### src/rtl/scc_pkg.sv
// ---------------------------------------------------------------------------
// scc_pkg
// Shared constants for the SCC channel scheduler slice.
//   SCC_SLOT_COUNT / SCC_SLOT_IDLE : slot sequence (slots 0-4 = channels A-E,
//                                    slot 5 = idle)
//   SCC_ADR_*                      : CPU register address map
//   scc_adr_channel()              : channel index addressed by a freq write
// ---------------------------------------------------------------------------
package scc_pkg;

  localparam int unsigned SCC_SLOT_COUNT = 6;
  localparam int unsigned SCC_NUM_CH     = 5;
  localparam logic [2:0]  SCC_SLOT_IDLE  = 3'd5;

  localparam logic [3:0] SCC_ADR_FREQ_A_LO = 4'd0;
  localparam logic [3:0] SCC_ADR_FREQ_A_HI = 4'd1;
  localparam logic [3:0] SCC_ADR_FREQ_B_LO = 4'd2;
  localparam logic [3:0] SCC_ADR_FREQ_B_HI = 4'd3;
  localparam logic [3:0] SCC_ADR_FREQ_C_LO = 4'd4;
  localparam logic [3:0] SCC_ADR_FREQ_C_HI = 4'd5;
  localparam logic [3:0] SCC_ADR_FREQ_D_LO = 4'd6;
  localparam logic [3:0] SCC_ADR_FREQ_D_HI = 4'd7;
  localparam logic [3:0] SCC_ADR_FREQ_E_LO = 4'd8;
  localparam logic [3:0] SCC_ADR_FREQ_E_HI = 4'd9;
  localparam logic [3:0] SCC_ADR_MODE      = 4'd15;

  // Frequency registers sit in pairs (low byte even, high nibble odd).
  function automatic logic [2:0] scc_adr_channel(input logic [3:0] adr);
    return adr[3:1];
  endfunction

endpackage

### src/rtl/scc_frequency_register_file.sv
// ---------------------------------------------------------------------------
// scc_frequency_register_file
// Five 12-bit channel frequency registers with byte-lane writes.
//   clk_i, reset_i   : clock, synchronous active-high reset
//   wr_en_i          : one-cycle write strobe
//   wr_addr_i        : register address (0..9 are frequency lanes)
//   wr_data_i        : write data (odd address uses bits [3:0] only)
//   rd_sel_i         : channel read select; selects >= 5 read as 0
//   rd_data_o        : selected frequency, write-through (includes a write
//                      landing this cycle)
//   wr_hit_o         : one bit per channel, high when this cycle writes it
// ---------------------------------------------------------------------------
module scc_frequency_register_file
  import scc_pkg::*;
(
  input  logic        clk_i,
  input  logic        reset_i,
  input  logic        wr_en_i,
  input  logic [3:0]  wr_addr_i,
  input  logic [7:0]  wr_data_i,
  input  logic [2:0]  rd_sel_i,
  output logic [11:0] rd_data_o,
  output logic [4:0]  wr_hit_o
);

  logic [11:0] freq_q [SCC_NUM_CH];
  logic [11:0] freq_d [SCC_NUM_CH];
  logic        lane_valid_s;

  assign lane_valid_s = wr_en_i && (wr_addr_i <= SCC_ADR_FREQ_E_HI);

  // Byte-lane write decode and per-channel hit vector.
  always_comb begin
    wr_hit_o = 5'd0;
    for (int ch = 0; ch < SCC_NUM_CH; ch++) begin
      freq_d[ch] = freq_q[ch];
      if (lane_valid_s && (scc_adr_channel(wr_addr_i) == 3'(ch))) begin
        wr_hit_o[ch] = 1'b1;
        if (wr_addr_i[0]) begin
          freq_d[ch][11:8] = wr_data_i[3:0];
        end else begin
          freq_d[ch][7:0] = wr_data_i;
        end
      end else begin
        wr_hit_o[ch] = 1'b0;
      end
    end
  end

  // Read port looks at the next-state value so a write is visible the very
  // next time its slot is entered, even when that is the following cycle.
  always_comb begin
    case (rd_sel_i)
      3'd0:    rd_data_o = freq_d[0];
      3'd1:    rd_data_o = freq_d[1];
      3'd2:    rd_data_o = freq_d[2];
      3'd3:    rd_data_o = freq_d[3];
      3'd4:    rd_data_o = freq_d[4];
      default: rd_data_o = 12'd0;
    endcase
  end

  // Frequency register storage.
  always_ff @(posedge clk_i) begin
    for (int ch = 0; ch < SCC_NUM_CH; ch++) begin
      if (reset_i) begin
        freq_q[ch] <= 12'd0;
      end else begin
        freq_q[ch] <= freq_d[ch];
      end
    end
  end

endmodule

### src/rtl/scc_channel_scheduler.sv
// ---------------------------------------------------------------------------
// scc_channel_scheduler
// Slot sequencer and register front-end for the 5-channel SCC tone generator.
//   clk, reset              : clock (one slot per cycle), sync active-high reset
//   reg_write/address/data  : CPU register write port
//   active                  : current slot 0..5 (5 = idle)
//   address_reset           : high while active == 5
//   reg_frequency_count     : frequency of the active channel, 0 in slot 5
//   reg_wave_reset          : mode bit (reg_data[5] written at address 15)
//   clear_counter_a..e      : per-channel counter-clear strobes
// Build option: SCC_DEFERRED_CLEAR_EN
//   defined   - a pending clear is issued only in its own channel's slot
//   undefined - a pending clear is issued the cycle after the write
// ---------------------------------------------------------------------------
module scc_channel_scheduler
  import scc_pkg::*;
#(
  parameter int unsigned SLOT_COUNT = SCC_SLOT_COUNT
) (
  input  logic        clk,
  input  logic        reset,
  input  logic        reg_write,
  input  logic [3:0]  reg_address,
  input  logic [7:0]  reg_data,
  output logic [2:0]  active,
  output logic        address_reset,
  output logic [11:0] reg_frequency_count,
  output logic        reg_wave_reset,
  output logic        clear_counter_a,
  output logic        clear_counter_b,
  output logic        clear_counter_c,
  output logic        clear_counter_d,
  output logic        clear_counter_e
);

  localparam logic [2:0] LAST_SLOT = 3'(SLOT_COUNT - 1);

  logic [2:0]  active_q, active_d;
  logic [11:0] freq_out_q, freq_out_d;
  logic        wave_q, wave_d;
  logic [4:0]  pending_q, pending_d;
  logic [4:0]  issue_s;
  logic [4:0]  wr_hit_s;
  logic [11:0] rd_data_s;

  scc_frequency_register_file u_regs (
    .clk_i     (clk),
    .reset_i   (reset),
    .wr_en_i   (reg_write),
    .wr_addr_i (reg_address),
    .wr_data_i (reg_data),
    .rd_sel_i  (active_d),
    .rd_data_o (rd_data_s),
    .wr_hit_o  (wr_hit_s)
  );

  // Next slot; any out-of-range value folds back to slot 0.
  always_comb begin
    if (active_q >= LAST_SLOT) begin
      active_d = 3'd0;
    end else begin
      active_d = active_q + 3'd1;
    end
  end

  // Output frequency follows the next slot; the register file returns 0
  // for the idle slot.
  always_comb begin
    freq_out_d = rd_data_s;
  end

  // Mode bit: only bit 5 of a write to the mode address is kept.
  always_comb begin
    if (reg_write && (reg_address == SCC_ADR_MODE)) begin
      wave_d = reg_data[5];
    end else begin
      wave_d = wave_q;
    end
  end

  // Clear issue: from registered state only, so the strobes line up with
  // the active slot the tone generator sees on the same edge.
  always_comb begin
    issue_s = 5'd0;
`ifdef SCC_DEFERRED_CLEAR_EN
    for (int ch = 0; ch < SCC_NUM_CH; ch++) begin
      if (pending_q[ch] && (active_q == 3'(ch))) begin
        issue_s[ch] = 1'b1;
      end else begin
        issue_s[ch] = 1'b0;
      end
    end
`else
    issue_s = pending_q;
`endif
  end

  // A new write in the issue cycle re-arms the flag (set beats clear).
  always_comb begin
    pending_d = wr_hit_s | (pending_q & ~issue_s);
  end

  // Slot counter, output frequency, mode and pending registers.
  always_ff @(posedge clk) begin
    if (reset) begin
      active_q   <= 3'd0;
      freq_out_q <= 12'd0;
      wave_q     <= 1'b0;
      pending_q  <= 5'd0;
    end else begin
      active_q   <= active_d;
      freq_out_q <= freq_out_d;
      wave_q     <= wave_d;
      pending_q  <= pending_d;
    end
  end

  assign active              = active_q;
  assign address_reset       = (active_q == SCC_SLOT_IDLE);
  assign reg_frequency_count = freq_out_q;
  assign reg_wave_reset      = wave_q;
  assign clear_counter_a     = issue_s[0];
  assign clear_counter_b     = issue_s[1];
  assign clear_counter_c     = issue_s[2];
  assign clear_counter_d     = issue_s[3];
  assign clear_counter_e     = issue_s[4];

endmodule
### config.mk
export PLATFORM = sky130hd
export DESIGN_NAME = scc_channel_scheduler
export DESIGN_NICKNAME = d
export VERILOG_FILES = /design/src/rtl/scc_pkg.sv /design/src/rtl/scc_frequency_register_file.sv /design/src/rtl/scc_channel_scheduler.sv
export SDC_FILE = /design/constraint.sdc
export NUM_CORES = 1
export LEC_CHECK = 0
export CORE_MARGIN = 4
export CORE_UTILIZATION = 59
export CTS_BUF_LIST = sky130_fd_sc_hd__clkbuf_8 sky130_fd_sc_hd__clkbuf_16
export CTS_CLUSTER_DIAMETER = 40
export DETAILED_ROUTE_END_ITERATION = 8
export GPL_TIMING_DRIVEN = 0
export PLACE_DENSITY = 0.93
export REMOVE_ABC_BUFFERS = 1
export SLEW_MARGIN = 0
export SYNTH_ARGS = -nofsm -noshare
export SYNTH_HDL_FRONTEND = slang
export SYNTH_HIERARCHICAL = 1
export SYNTH_SLANG_ARGS = --single-unit
### constraint.sdc
create_clock -name clk -period 3.7 [get_ports clk]
set_input_delay 0.74 -clock clk [delete_from_list [all_inputs] [get_ports clk]]
set_output_delay 0.74 -clock clk [all_outputs]
set_load 0.05 [all_outputs]
Word-level counts from Yosys, hierarchy flattened
Memory sizes are Yosys's and may differ from the RTL's.
Index checks and enable logic that the tools add are counted.
{"block": "totals", "memories": 1, "ram_bits": 60, "input_bits": 15, "ff_bits": 21, "elab_cells": 65, "out_inout_bits": 22}
{"memory": "u_regs.freq_q", "words": 5, "word_bits": 12, "read_ports": 5, "rd_ports_with_merged_regs": 0, "wr": 5, "line_no": "scc_frequency_register_file.sv:26", "source": "logic [11:0] freq_q [SCC_NUM_CH];"}
{"block": "classes", "n_lt_le_gt_ge": 2, "addsub": 1, "n_reduce_logical": 9, "eq_ne": 10, "mux": 30, "n_bitwise": 8}
{"cell": "12-bit 2-to-1 mux", "n": 10}
{"cell": "12-bit case mux with 5 select lines", "n": 1}
{"cell": "8-bit 2-to-1 mux", "n": 5}
{"cell": "4-bit 2-to-1 mux", "n": 5}
{"cell": "3-bit by 2-bit equality test with 1-bit output, second input constant", "n": 4}
{"cell": "3-bit equality test, second input constant", "n": 3}
{"cell": "1-bit 2-to-1 mux", "n": 8}
{"cell": "1-bit logical AND", "n": 7}
{"cell": "3-bit by 1-bit equality test with 1-bit output, second input constant", "n": 2}
{"cell": "3-bit logical NOT", "n": 2}
{"cell": "5-bit AND", "n": 1}
{"cell": "5-bit inverter", "n": 1}
{"cell": "1-bit OR", "n": 5}
{"cell": "5-bit OR", "n": 1}
{"cell": "4-bit equality test, second input constant", "n": 1}
{"cell": "4-bit less-or-equal comparator, second input constant", "n": 1}
{"cell": "3-bit by 1-bit adder with 3-bit output, second input constant", "n": 1}
{"cell": "3-bit >= comparator, second input constant", "n": 1}
{"cell": "3-bit 2-to-1 mux", "n": 1}

Longest topological paths before layout
Gate-level depths: netlist (run 1).
{"block": "logic_depth", "depth_word": 5, "mapped_depth": 11, "ltp_nobuf": 10}

Hierarchy
Netlist (run 1), hierarchy kept.
{"mod": "scc_frequency_register_file", "seq_area_each_um2": 1201.2, "cells_per_inst": 291, "area_per_inst_um2": 2630.0, "instances": 1}
{"mod": "scc_channel_scheduler", "seq_area_each_um2": 420.4, "cells_per_inst": 57, "area_per_inst_um2": 653.1, "instances": 1}

Least setup slack after synthesis (run 1)
Ideal clock, no wire load.
{"block": "synth_path", "path_kind": "reg-to-reg", "from": "register active_q[1], in the netlist active[1]", "to": "register freq_out_q[0], in the netlist reg_frequency_count[0]", "path_stages_with_launch": 11, "period_less_slack_ps": 2649, "path_buffers": 1, "setup_ps": 128, "setup_slack_ps": 1051, "arrival_time_ps": 2521, "t_required_ps": 3572, "cell_sequence": "dfxtp_1 > inv_1 > ha_1 > or4b_1 > o21ai_2 > nor2b_1 > nand2b_1 > buf_1 > o22ai_1 > or3_1 > nor2b_1"}
{"block": "synth_between", "elab_chain_len": 4, "word_cells_on_any_way": 9, "cone_classes": "add/sub (1); order compare (1); eq/ne (4); mux (2); reduce/logical (1)"}
{"item": "start: declaration", "line_no": "scc_channel_scheduler.sv:38", "source": "logic [2:0] active_q, active_d;"}
{"item": "start signal: assignment", "line_no": "scc_channel_scheduler.sv:111", "source": "active_q <= active_d;"}
{"item": "3-bit by 1-bit adder with 3-bit output / 3-bit >= comparator (equally long branches)", "line_no": "scc_channel_scheduler.sv:62, scc_channel_scheduler.sv:59"}
{"item": "3-bit 2-to-1 mux (*)", "line_no": "scc_channel_scheduler.sv:59", "source": "if (active_q >= LAST_SLOT) begin"}
{"item": "net active_d[2]", "line_no": "scc_channel_scheduler.sv:38"}
{"item": "3-bit equality test, or another cell as far along", "line_no": "scc_frequency_register_file.sv:53", "source": "case (rd_sel_i)"}
{"item": "12-bit case mux with 5 select lines (*)", "line_no": "scc_frequency_register_file.sv:53"}
{"item": "net freq_out_d[0]", "line_no": "scc_channel_scheduler.sv:39", "source": "logic [11:0] freq_out_q, freq_out_d;"}
{"item": "end signal: assignment", "line_no": "scc_channel_scheduler.sv:112", "source": "freq_out_q <= freq_out_d;"}
{"item": "end: declaration", "line_no": "scc_channel_scheduler.sv:39"}
Mark *: on every way through the listed nets, which the timed path passes. The rest lies on a longest branch.
A chain may end at the register's enable or synchronous reset.

Worst setup path in the final report (run 1)
{"block": "layout_path", "from": "input port reg_address[2]", "to": "register freq_out_q[3], in the netlist reg_frequency_count[3]"}
{"block": "layout_between", "elab_chain_len": 5, "word_cells_on_any_way": 18, "cone_classes": "order compare (1); eq/ne (4); mux (6); reduce/logical (7)"}
{"item": "start: declaration", "line_no": "scc_channel_scheduler.sv:23", "source": "input logic [3:0] reg_address,"}
{"item": "4-bit less-or-equal comparator", "line_no": "scc_frequency_register_file.sv:30", "source": "assign lane_valid_s = wr_en_i && (wr_addr_i <= SCC_ADR_FREQ_E_HI);"}
{"item": "1-bit logical AND", "line_no": "scc_frequency_register_file.sv:30"}
{"item": "1-bit logical AND", "line_no": "scc_frequency_register_file.sv:37", "source": "if (lane_valid_s && (scc_adr_channel(wr_addr_i) == 3'(ch))) begin"}
{"item": "12-bit 2-to-1 mux", "line_no": "scc_frequency_register_file.sv:37"}
{"item": "12-bit case mux with 5 select lines (*)", "line_no": "scc_frequency_register_file.sv:53"}
{"item": "net freq_out_d[3]", "line_no": "scc_channel_scheduler.sv:39"}
Marked as above.

==> impl_metrics.toml, run 1 <==
[run_status]
status = "finished clean"

[detailed_routing]
drt_iter0_drc = 214
drcViolationCount = 0
route.vias.total = 2535
ant_nets = 0
routed_wl_mm = 7.32
via_per_inst = 5.70
wl_per_cell_um = 16.4
drtPass1Iterations = 5

[flow_run]
max_cap_viol_count = 0

[setup_path]
path_buf_inv = 1
end_kind = "flip-flop"
required_ns = 3.90
r2r-end = "reg_frequency_count[3]$_SDFF_PP0_"
criticalPathCategory = "in -> reg"
crit_fanout = 10
startpoint_type = "primary input"
ff2ff_setup_slack_ns = 0.97
max_stage_delay_ns = 0.78
cpLargestDelayFamily = "simple AND/OR/NAND/NOR gates"
crit_chain = "clkdlybuf4s50_1 -> nand2b_1 -> nor3_2 -> mux2i_1 -> o22ai_1 -> or3_1 -> nor2b_1"
reg2reg_depth = 8
r2r_start = "active[1]$_SDFF_PP0_"
arrival_ns = 3.46
slowest_stage = "nor3_2"

[floorplan]
fp.dieH_um = 82.6
die-area_um2 = 6820
die_w_um = 82.6
core_um2 = 5240
rows = 26
ios = 37
initial_core_util_pct = 62.7

[clock_tree]
hold_buffers = 0
cts_resized = 0
htree_levels = 3
cts_buffers = 9
cts.sink_count = 81
clk_pin_slew_worst_paths_ns = 0.07
cts_setup_buffers = 0
cts_tree = "yes"
cts_buffer_depth = 2
clock-root-buffer = "clkbuf_8"
clock_latency_ns = 0.34

[logic_synthesis]
syn_inst = 348
syn-cell-area_um2 = 3280
ys_seq_area_share_pct = 49.4
synth.avg_cell_area_um2 = 9.43
ys_seq_elements = 81
synth.most_common_cell = "nor2_1"
async_flop_share_pct = 0
synth_area_leaders = "dfxtp_1 (49%), mux2i_1 (18%), nor2_1 (9.4%)"
yosysUniqueCellTypes = 35
synth_flop_cell = "dfxtp_1"
yosys_warnings = 6
yosysTopAreaCell = "dfxtp_1"
synth_top_area_share_pct = 49.4
synth_edf_count = 0
yosys-top-cells-count = "nor2_1 (82), dfxtp_1 (81), mux2i_1 (58)"

[sta]
fmax_ghz = 0.307
worst_slew_pin_slew_ns = 0.969
post-route-min-period_ns = 3.25
drv_slew = 0
rsz0062_at_grt = "no"
finClkSkew_ns = 0.00473
finalCritPeriodShare_pct = 88.0
hold_viol = 0
fin_hold_ws_ns = 0.489
max_slew_margin_pct = 35.1
setup_viol = 0

[global_routing]
grt_pass1_wl_mm = 11.7
antenna_found_initial = 0
overflow = 0
grt_pass1_vias = 2515
grt_usage_pct = 23.1
grt_max_degree = 47

[layout]
layout.nets = 389
layout.cells.non_filler = 445
syn_to_final_growth_pct = 17.7
drive_gt1_share_pct = 5.60
num_antenna_cells = 0

[power]
p_per_area_nw_per_um2 = 465
p_leak_nw = 1.59
peakVddDrop_uv = 410
finalPower_w = 0.00180

[place]
hpwl_mm = 4.48
port_buffers = 36
dp.cells = 431
gp_congestion = 0.775

[hold_path]
hp-start = "u_regs/freq_q[2][1]$_SDFF_PP0_"
min_to = "u_regs/freq_q[2][1]$_SDFF_PP0_"
hp-class = "reg -> reg"
min_path_cells = 2
-- cell type report --
class,instances,area [µm²]
Clock buffer,11,151
Inverter,3,11.3
Fill cell,333,1370
Timing Repair Buffer,37,375
Tap cell,70,87.6
Clock inverter,3,65.1
Sequential cell,81,1620
Multi-Input combinational cell,240,1550
-- power by group --
part	total [W]	switching [W]	internal, W
sequential	0.000895	0.00000736	0.000887
combinational	0.000205	0.000138	0.0000670
clock	0.000698	0.000290	0.000408
-- registers in the layout, summed over array words and instances, names as in the netlist --
| register | cells |
|---|---|
| u_regs/freq_q | 60 |
| issue_s | 5 |
| reg_frequency_count | 12 |
| active | 3 |
| reg_wave_reset | 1 |
-- worst max-delay path by stage --
stage,start,end,slack (ns),depth (start not counted)
after floorplan,reg_address[3],reg_frequency_count[5]$_SDFF_PP0_,0.93,6
after global placement,reg_address[3],reg_frequency_count[0]$_SDFF_PP0_,-0.44,7
after detailed placement,reg_address[2],reg_frequency_count[3]$_SDFF_PP0_,0.18,7
after CTS,reg_address[2],reg_frequency_count[3]$_SDFF_PP0_,0.51,7
after global routing,reg_address[2],reg_frequency_count[2]$_SDFF_PP0_,0.29,7
final,reg_address[2],reg_frequency_count[3]$_SDFF_PP0_,0.45,7
-- through the flow --
step	area, µm²	utilization [%]	setup WS [ns]	setup TNS, ns
2_1_floorplan	3180	-	0.933	0
3_3_place_gp	3630	69.3	-0.439	-3.01
3_5_place_dp	3650	69.7	0.183	0
4_1_cts	3860	73.8	0.511	0
5_1_grt	3860	73.8	0.289	0
6_report	3860	73.8	0.446	0
-- worst register-to-register path: stages, from the launching register on --
cell	delay [ns]
dfxtp_1	0.40
inv_1	0.06
ha_1	0.20
o21a_1	0.21
nor2_1	0.47
nand2b_1	0.53
o22ai_1	0.19
or3_1	0.37
nor2b_1	0.14
-- logic make-up (layout without fill, tap and decap cells) --
group	count (synthesis)	in the layout	synth area share [%]
flops	81	81	49.4
fa+ha+maj	2	2	0.762
xor+xnor	1	1	0.267
simple gates	145	145	21.6
buf+inv	27	54	3.47
compound gates	34	34	6.86
mux	58	58	17.7
-- metal layers --
metal  GRT usage [%]  vias up  wire (µm)
li1                -     1230          -
met1            26.2     1201       3030
met2            39.0       90       3730
met3            5.97       14        475
met4            13.7        0         76
met5               0        -          0
-- cells in the final DEF (no fill, tap or decap), types with 3 or more instances in the layout --
cell | netlist | layout
o22ai_1 | 21 | 21
mux2i_1 | 58 | 58
nor2_1 | 82 | 82
clkdlybuf4s50_1 | 0 | 35
a21oi_1 | 3 | 3
inv_1 | 3 | 3
nor3_1 | 5 | 4
clkbuf_8 | 0 | 11
nand2b_1 | 5 | 5
or3_1 | 14 | 14
nor2b_1 | 19 | 19
dfxtp_1 | 81 | 81
nand3_1 | 3 | 3
nand2_1 | 8 | 8
No activity file was read; power rests on OpenSTA's default activity.
==> inputs of run 2 (changes only) <==
--- a/config.mk
+++ b/config.mk
@@ -5,12 +5,11 @@
 export SDC_FILE = /design/constraint.sdc
 export NUM_CORES = 1
 export LEC_CHECK = 0
-export CORE_MARGIN = 4
+export CORE_MARGIN = 5
 export CORE_UTILIZATION = 59
 export CTS_BUF_LIST = sky130_fd_sc_hd__clkbuf_8 sky130_fd_sc_hd__clkbuf_16
 export CTS_CLUSTER_DIAMETER = 40
 export DETAILED_ROUTE_END_ITERATION = 8
-export GPL_TIMING_DRIVEN = 0
 export PLACE_DENSITY = 0.93
 export REMOVE_ABC_BUFFERS = 1
 export SLEW_MARGIN = 0
==> run 2 against run 1 <==
Effect of this change:
- sequential power about the same
- via count is 2.2% higher
- worst hold slack worse by 0.016 ns
- critical path depth unchanged
- sequential cell count unchanged
- routed wire length is 1.9% lower
==> impl_metrics.toml, run 2 (synthesis gave the netlist of run 1 again) <==
[sta]
rsz0062_at_grt = "no"
max_slew_margin_pct = 46.6
post-route-min-period_ns = 2.94
worst_slew_pin_slew_ns = 0.802
fmax_ghz = 0.340
finalCritPeriodShare_pct = 79.5
drv_slew = 0
finClkSkew_ns = 0.00786
setup_viol = 0
hold_viol = 0
fin_hold_ws_ns = 0.473
fin_tns_setup_ns = 0

[clock_tree]
cts_buffers = 9
hold_buffers = 0
cts.sink_count = 81
cts_tree = "yes"
cts_resized = 0
cts_setup_buffers = 0
clk_pin_slew_worst_paths_ns = 0.08
clock_latency_ns = 0.36
cts_buffer_depth = 2
htree_levels = 3
clock-root-buffer = "clkbuf_8"

[floorplan]
die-area_um2 = 7160
die_w_um = 84.6
fp.dieH_um = 84.6
rows = 27
initial_core_util_pct = 60.0
ios = 37
core_um2 = 5470

[detailed_routing]
drcViolationCount = 0
routed_wl_mm = 7.18
drtPass1Iterations = 5
route.vias.total = 2590
drt_iter0_drc = 186
wl_per_cell_um = 15.9
via_per_inst = 5.74
ant_nets = 0

[layout]
final_common_cell = "nor2_1"
fin_util_pct = 71.7
drive_gt1_share_pct = 6.33
largest_reg_flops = 60
num_antenna_cells = 0
regMostFlops = "u_regs/freq_q"
final_cell_mix = "nor2_1 (82), dfxtp_1 (81), mux2i_1 (58)"
nFillCells = 401
layout.nets = 391
syn_to_final_growth_pct = 19.6

[setup_path]
criticalPathCategory = "in -> reg"
arrival_ns = 3.16
end_kind = "flip-flop"
crit_fanout = 10
required_ns = 3.92
startpoint_type = "primary input"

[global_routing]
grt_pass1_wl_mm = 11.6
antenna_found_initial = 0
grt_pass1_vias = 2485
grt_usage_pct = 20.6
grt_max_degree = 48
overflow = 0

[place]
gp_congestion = 0.863
hpwl_mm = 4.58
port_buffers = 36

[power]
p_leak_nw = 1.62
peakVddDrop_uv = 293
finalPower_w = 0.00195
p_per_area_nw_per_um2 = 498

[hold_path]
hp-class = "reg -> reg"

[run_status]
status = "finished clean"

[flow_run]
max_cap_viol_count = 0
[run 2: changes by cell type in the layout (fill, tap and decap cells not counted), sizes merged]
| cell | change |
|---|---|
| buf | +2 |
| bufinv | +2 |
[run 2: cell type report]
cell class	count	area [µm²]	area share, %
Sequential cell	81	1620	41.3
Multi-Input combinational cell	240	1550	39.4
Timing Repair Buffer	39	378	9.63
Clock buffer	11	151	3.86
Clock inverter	5	125	3.19
Tap cell	72	90.1	2.30
Inverter	3	11.3	0.287
[run 2: final timing paths]
path / startpoint / to / slack [ns] / cells after the start
worst max-delay path: reg_address[2] / reg_frequency_count[7]$_SDFF_PP0_ / 0.76 / 7
worst min-delay path: u_regs/freq_q[2][1]$_SDFF_PP0_ / u_regs/freq_q[2][1]$_SDFF_PP0_ / 0.47 / 2
worst max register to register: active[1]$_SDFF_PP0_ / reg_frequency_count[7]$_SDFF_PP0_ / 0.95 / 8
worst min register to register: u_regs/freq_q[2][1]$_SDFF_PP0_ / u_regs/freq_q[2][1]$_SDFF_PP0_ / 0.47 / 2
[run 2: through the flow]
stage | worst slack, ns | instances | area, µm²
after CTS | 0.784 | 451 | 3930
after global placement | 0.570 | 435 | 3650
after floorplan | 0.933 | 324 | 3180
final | 0.758 | 451 | 3930
after detailed placement | 0.419 | 435 | 3650
after global routing | 0.609 | 451 | 3930
[run 2: metal layers]
metal	GRT usage, %	vias up	wire length, µm
li1	-	1239	-
met1	24.3	1235	3070
met2	33.9	99	3370
met3	5.69	17	524
met4	11.1	0	210
met5	0	-	0
[run 2: critical path, cell delays in order]
cell             delay, ns
clkdlybuf4s50_1       0.60
nand2b_1              0.27
or3_1                 0.57
mux2i_1               0.31
o22ai_1               0.13
or3_1                 0.38
nor2b_1               0.14
[run 2: power by group]
| group | switching, W | internal, W | total (W) |
|---|---|---|---|
| sequential | 0.00000719 | 0.000887 | 0.000894 |
| clock | 0.000305 | 0.000552 | 0.000857 |
| combinational | 0.000138 | 0.0000657 | 0.000203 |
==> inputs of run 3 (changes only) <==
--- a/config.mk
+++ b/config.mk
@@ -6,11 +6,11 @@
 export NUM_CORES = 1
 export LEC_CHECK = 0
 export CORE_MARGIN = 5
-export CORE_UTILIZATION = 59
+export CORE_UTILIZATION = 55
 export CTS_BUF_LIST = sky130_fd_sc_hd__clkbuf_8 sky130_fd_sc_hd__clkbuf_16
 export CTS_CLUSTER_DIAMETER = 40
 export DETAILED_ROUTE_END_ITERATION = 8
-export PLACE_DENSITY = 0.93
+export PLACE_DENSITY = 0.88
 export REMOVE_ABC_BUFFERS = 1
 export SLEW_MARGIN = 0
 export SYNTH_ARGS = -nofsm -noshare
==> constraint.sdc (replaced) <==
create_clock -name clk -period 2.95 [get_ports clk]
set_input_delay 0.59 -clock clk [delete_from_list [all_inputs] [get_ports clk]]
set_output_delay 0.59 -clock clk [all_outputs]
set_load 0.05 [all_outputs]
==> run 3 against run 2 <==
Effect of this change:
- count of clock-buffer cells in the layout unchanged
- design area is 0.83% higher
- power up 13%
- largest cell class unchanged
==> impl_metrics.toml, run 3 (synthesis gave the netlist of run 1 again) <==
[floorplan]
core_um2 = 5850
ios = 37
fp.dieH_um = 87.3
initial_core_util_pct = 56.1
rows = 28
die-area_um2 = 7610
die_w_um = 87.3

[setup_path]
required_ns = 3.19
startpoint_type = "primary input"
path_buf_inv = 1
max_stage_delay_ns = 0.59
arrival_ns = 2.93
cpLargestDelayFamily = "simple AND/OR/NAND/NOR gates"
end_kind = "flip-flop"
crit_chain = "clkdlybuf4s50_1 -> nand2b_1 -> or3_1 -> mux2i_1 -> o22ai_1 -> or3_1 -> nor2b_1"
criticalPathCategory = "in -> reg"
crit_top_cell = "or3_1"
crit_fanout = 8
ff2ff_setup_slack_ns = 0.38
slowest_stage = "or3_1"

[global_routing]
grt_pass1_wl_mm = 11.7
grt_usage_pct = 19.7
grt_pass1_vias = 2439
overflow = 0
grt_max_degree = 47
antenna_found_initial = 0

[clock_tree]
cts_tree = "yes"
clock-root-buffer = "clkbuf_8"
cts_setup_buffers = 0
clk_pin_slew_worst_paths_ns = 0.08
cts_buffers = 9
cts_buffer_depth = 2
cts.sink_count = 81
cts_resized = 0
htree_levels = 3
hold_buffers = 0
clock_latency_ns = 0.34

[power]
p_per_area_nw_per_um2 = 557
clkPwrFrac_pct = 37.1
p_int_w = 0.00164
peakVddDrop_uv = 387
p_sw_share_pct = 25.7
net-switching-power_w = 0.000566
p_leak_nw = 1.65
power_frac_seq_pct = 50.9
pwr-share-comb_pct = 12.0

[layout]
drive_gt1_share_pct = 8.97
design_area_um2 = 3960
layout.cells.non_filler = 465
syn_to_final_growth_pct = 20.5
final_common_cell = "nor2_1"
final_cell_mix = "nor2_1 (82), dfxtp_1 (81), mux2i_1 (58)"
regMostFlops = "u_regs/freq_q"
largest_reg_flops = 60
layout.nets = 403
num_antenna_cells = 0

[sta]
finClkSkew_ns = 0.00817
worst_slew_pin_slew_ns = 0.820
post-route-min-period_ns = 2.69
max_slew_margin_pct = 45.3
setup_viol = 0
setup_slack_ns = 0.258
rsz0062_at_grt = "no"
drv_slew = 0
finalCritPeriodShare_pct = 91.3
fmax_ghz = 0.371
hold_viol = 0
fin_hold_ws_ns = 0.466

[place]
pre_cts_slack_ns = -0.0439
dp.cells = 450
hpwl_mm = 4.71
placed_cell_area_um2 = 3750
port_buffers = 36
gp_congestion = 0.828

[detailed_routing]
drt_iter0_drc = 179
drcViolationCount = 0
routed_wl_mm = 7.19
wl_per_cell_um = 15.5
drtPass1Iterations = 4
route.vias.total = 2577
ant_nets = 0
via_per_inst = 5.54

[run_status]
status = "finished clean"

[flow_run]
max_cap_viol_count = 0

[hold_path]
hp-class = "reg -> reg"
-- run 3: layout make-up --
| class | instances | area [µm²] |
|---|---|---|
| repair buffers | 51 | 480 |
| multi-input cells | 240 | 1550 |
| flip-flops and latches | 81 | 1620 |
| clock buffers | 11 | 151 |
| fillers | 431 | 1890 |
| well taps | 75 | 93.8 |
| inverters | 3 | 11.3 |
| clock inverters | 4 | 51.3 |
-- run 3: through the flow --
stage | TNS (ns) | utilization [%] | total power (W)
6_report | 0 | 67.6 | 0.00220
5_1_grt | 0 | 67.6 | 0.00229
4_1_cts | 0 | 67.6 | 0.00222
3_5_place_dp | -0.219 | 64.2 | 0.00141
3_3_place_gp | 0 | 64.2 | 0.00140
2_1_floorplan | 0 | - | 0.00129
-- run 3: worst paths after layout --
kind / startpoint / end / depth (start not counted)
setup reg to reg: active[1]$_SDFF_PP0_ / reg_frequency_count[5]$_SDFF_PP0_ / 9
hold reg to reg: u_regs/freq_q[2][1]$_SDFF_PP0_ / u_regs/freq_q[2][1]$_SDFF_PP0_ / 2
hold / removal: u_regs/freq_q[2][1]$_SDFF_PP0_ / u_regs/freq_q[2][1]$_SDFF_PP0_ / 2
setup / recovery: reg_address[1] / reg_frequency_count[3]$_SDFF_PP0_ / 7
-- run 3: power groups by stage --
| stage | Clock [W] | Combinational, W | Sequential, W |
|---|---|---|---|
| 2_1_floorplan | 0 | 0.000106 | 0.00118 |
| 3_3_place_gp | 0 | 0.000258 | 0.00115 |
| 3_5_place_dp | 0 | 0.000262 | 0.00115 |
| 4_1_cts | 0.000834 | 0.000263 | 0.00112 |
| 5_1_grt | 0.000881 | 0.000284 | 0.00112 |
| 6_report | 0.000817 | 0.000266 | 0.00112 |
-- run 3: layer usage --
metal,share of wire (%),track usage [%]
met3,5.6,3.41
met2,47,31.2
met5,0,0
met4,2.4,11.3
met1,45,25.2
-- run 3: worst reg2reg max path: cells and delay by family (launching register included) --
| family | cells | cell delay, ns |
|---|---|---|
| flip-flops | 1 | 0.40 |
| adder cells (fa/ha/maj) | 1 | 0.20 |
| AO/OA/AOI/OAI | 2 | 0.27 |
| AND/OR/NAND/NOR | 5 | 1.50 |
| buffers and inverters | 1 | 0.06 |
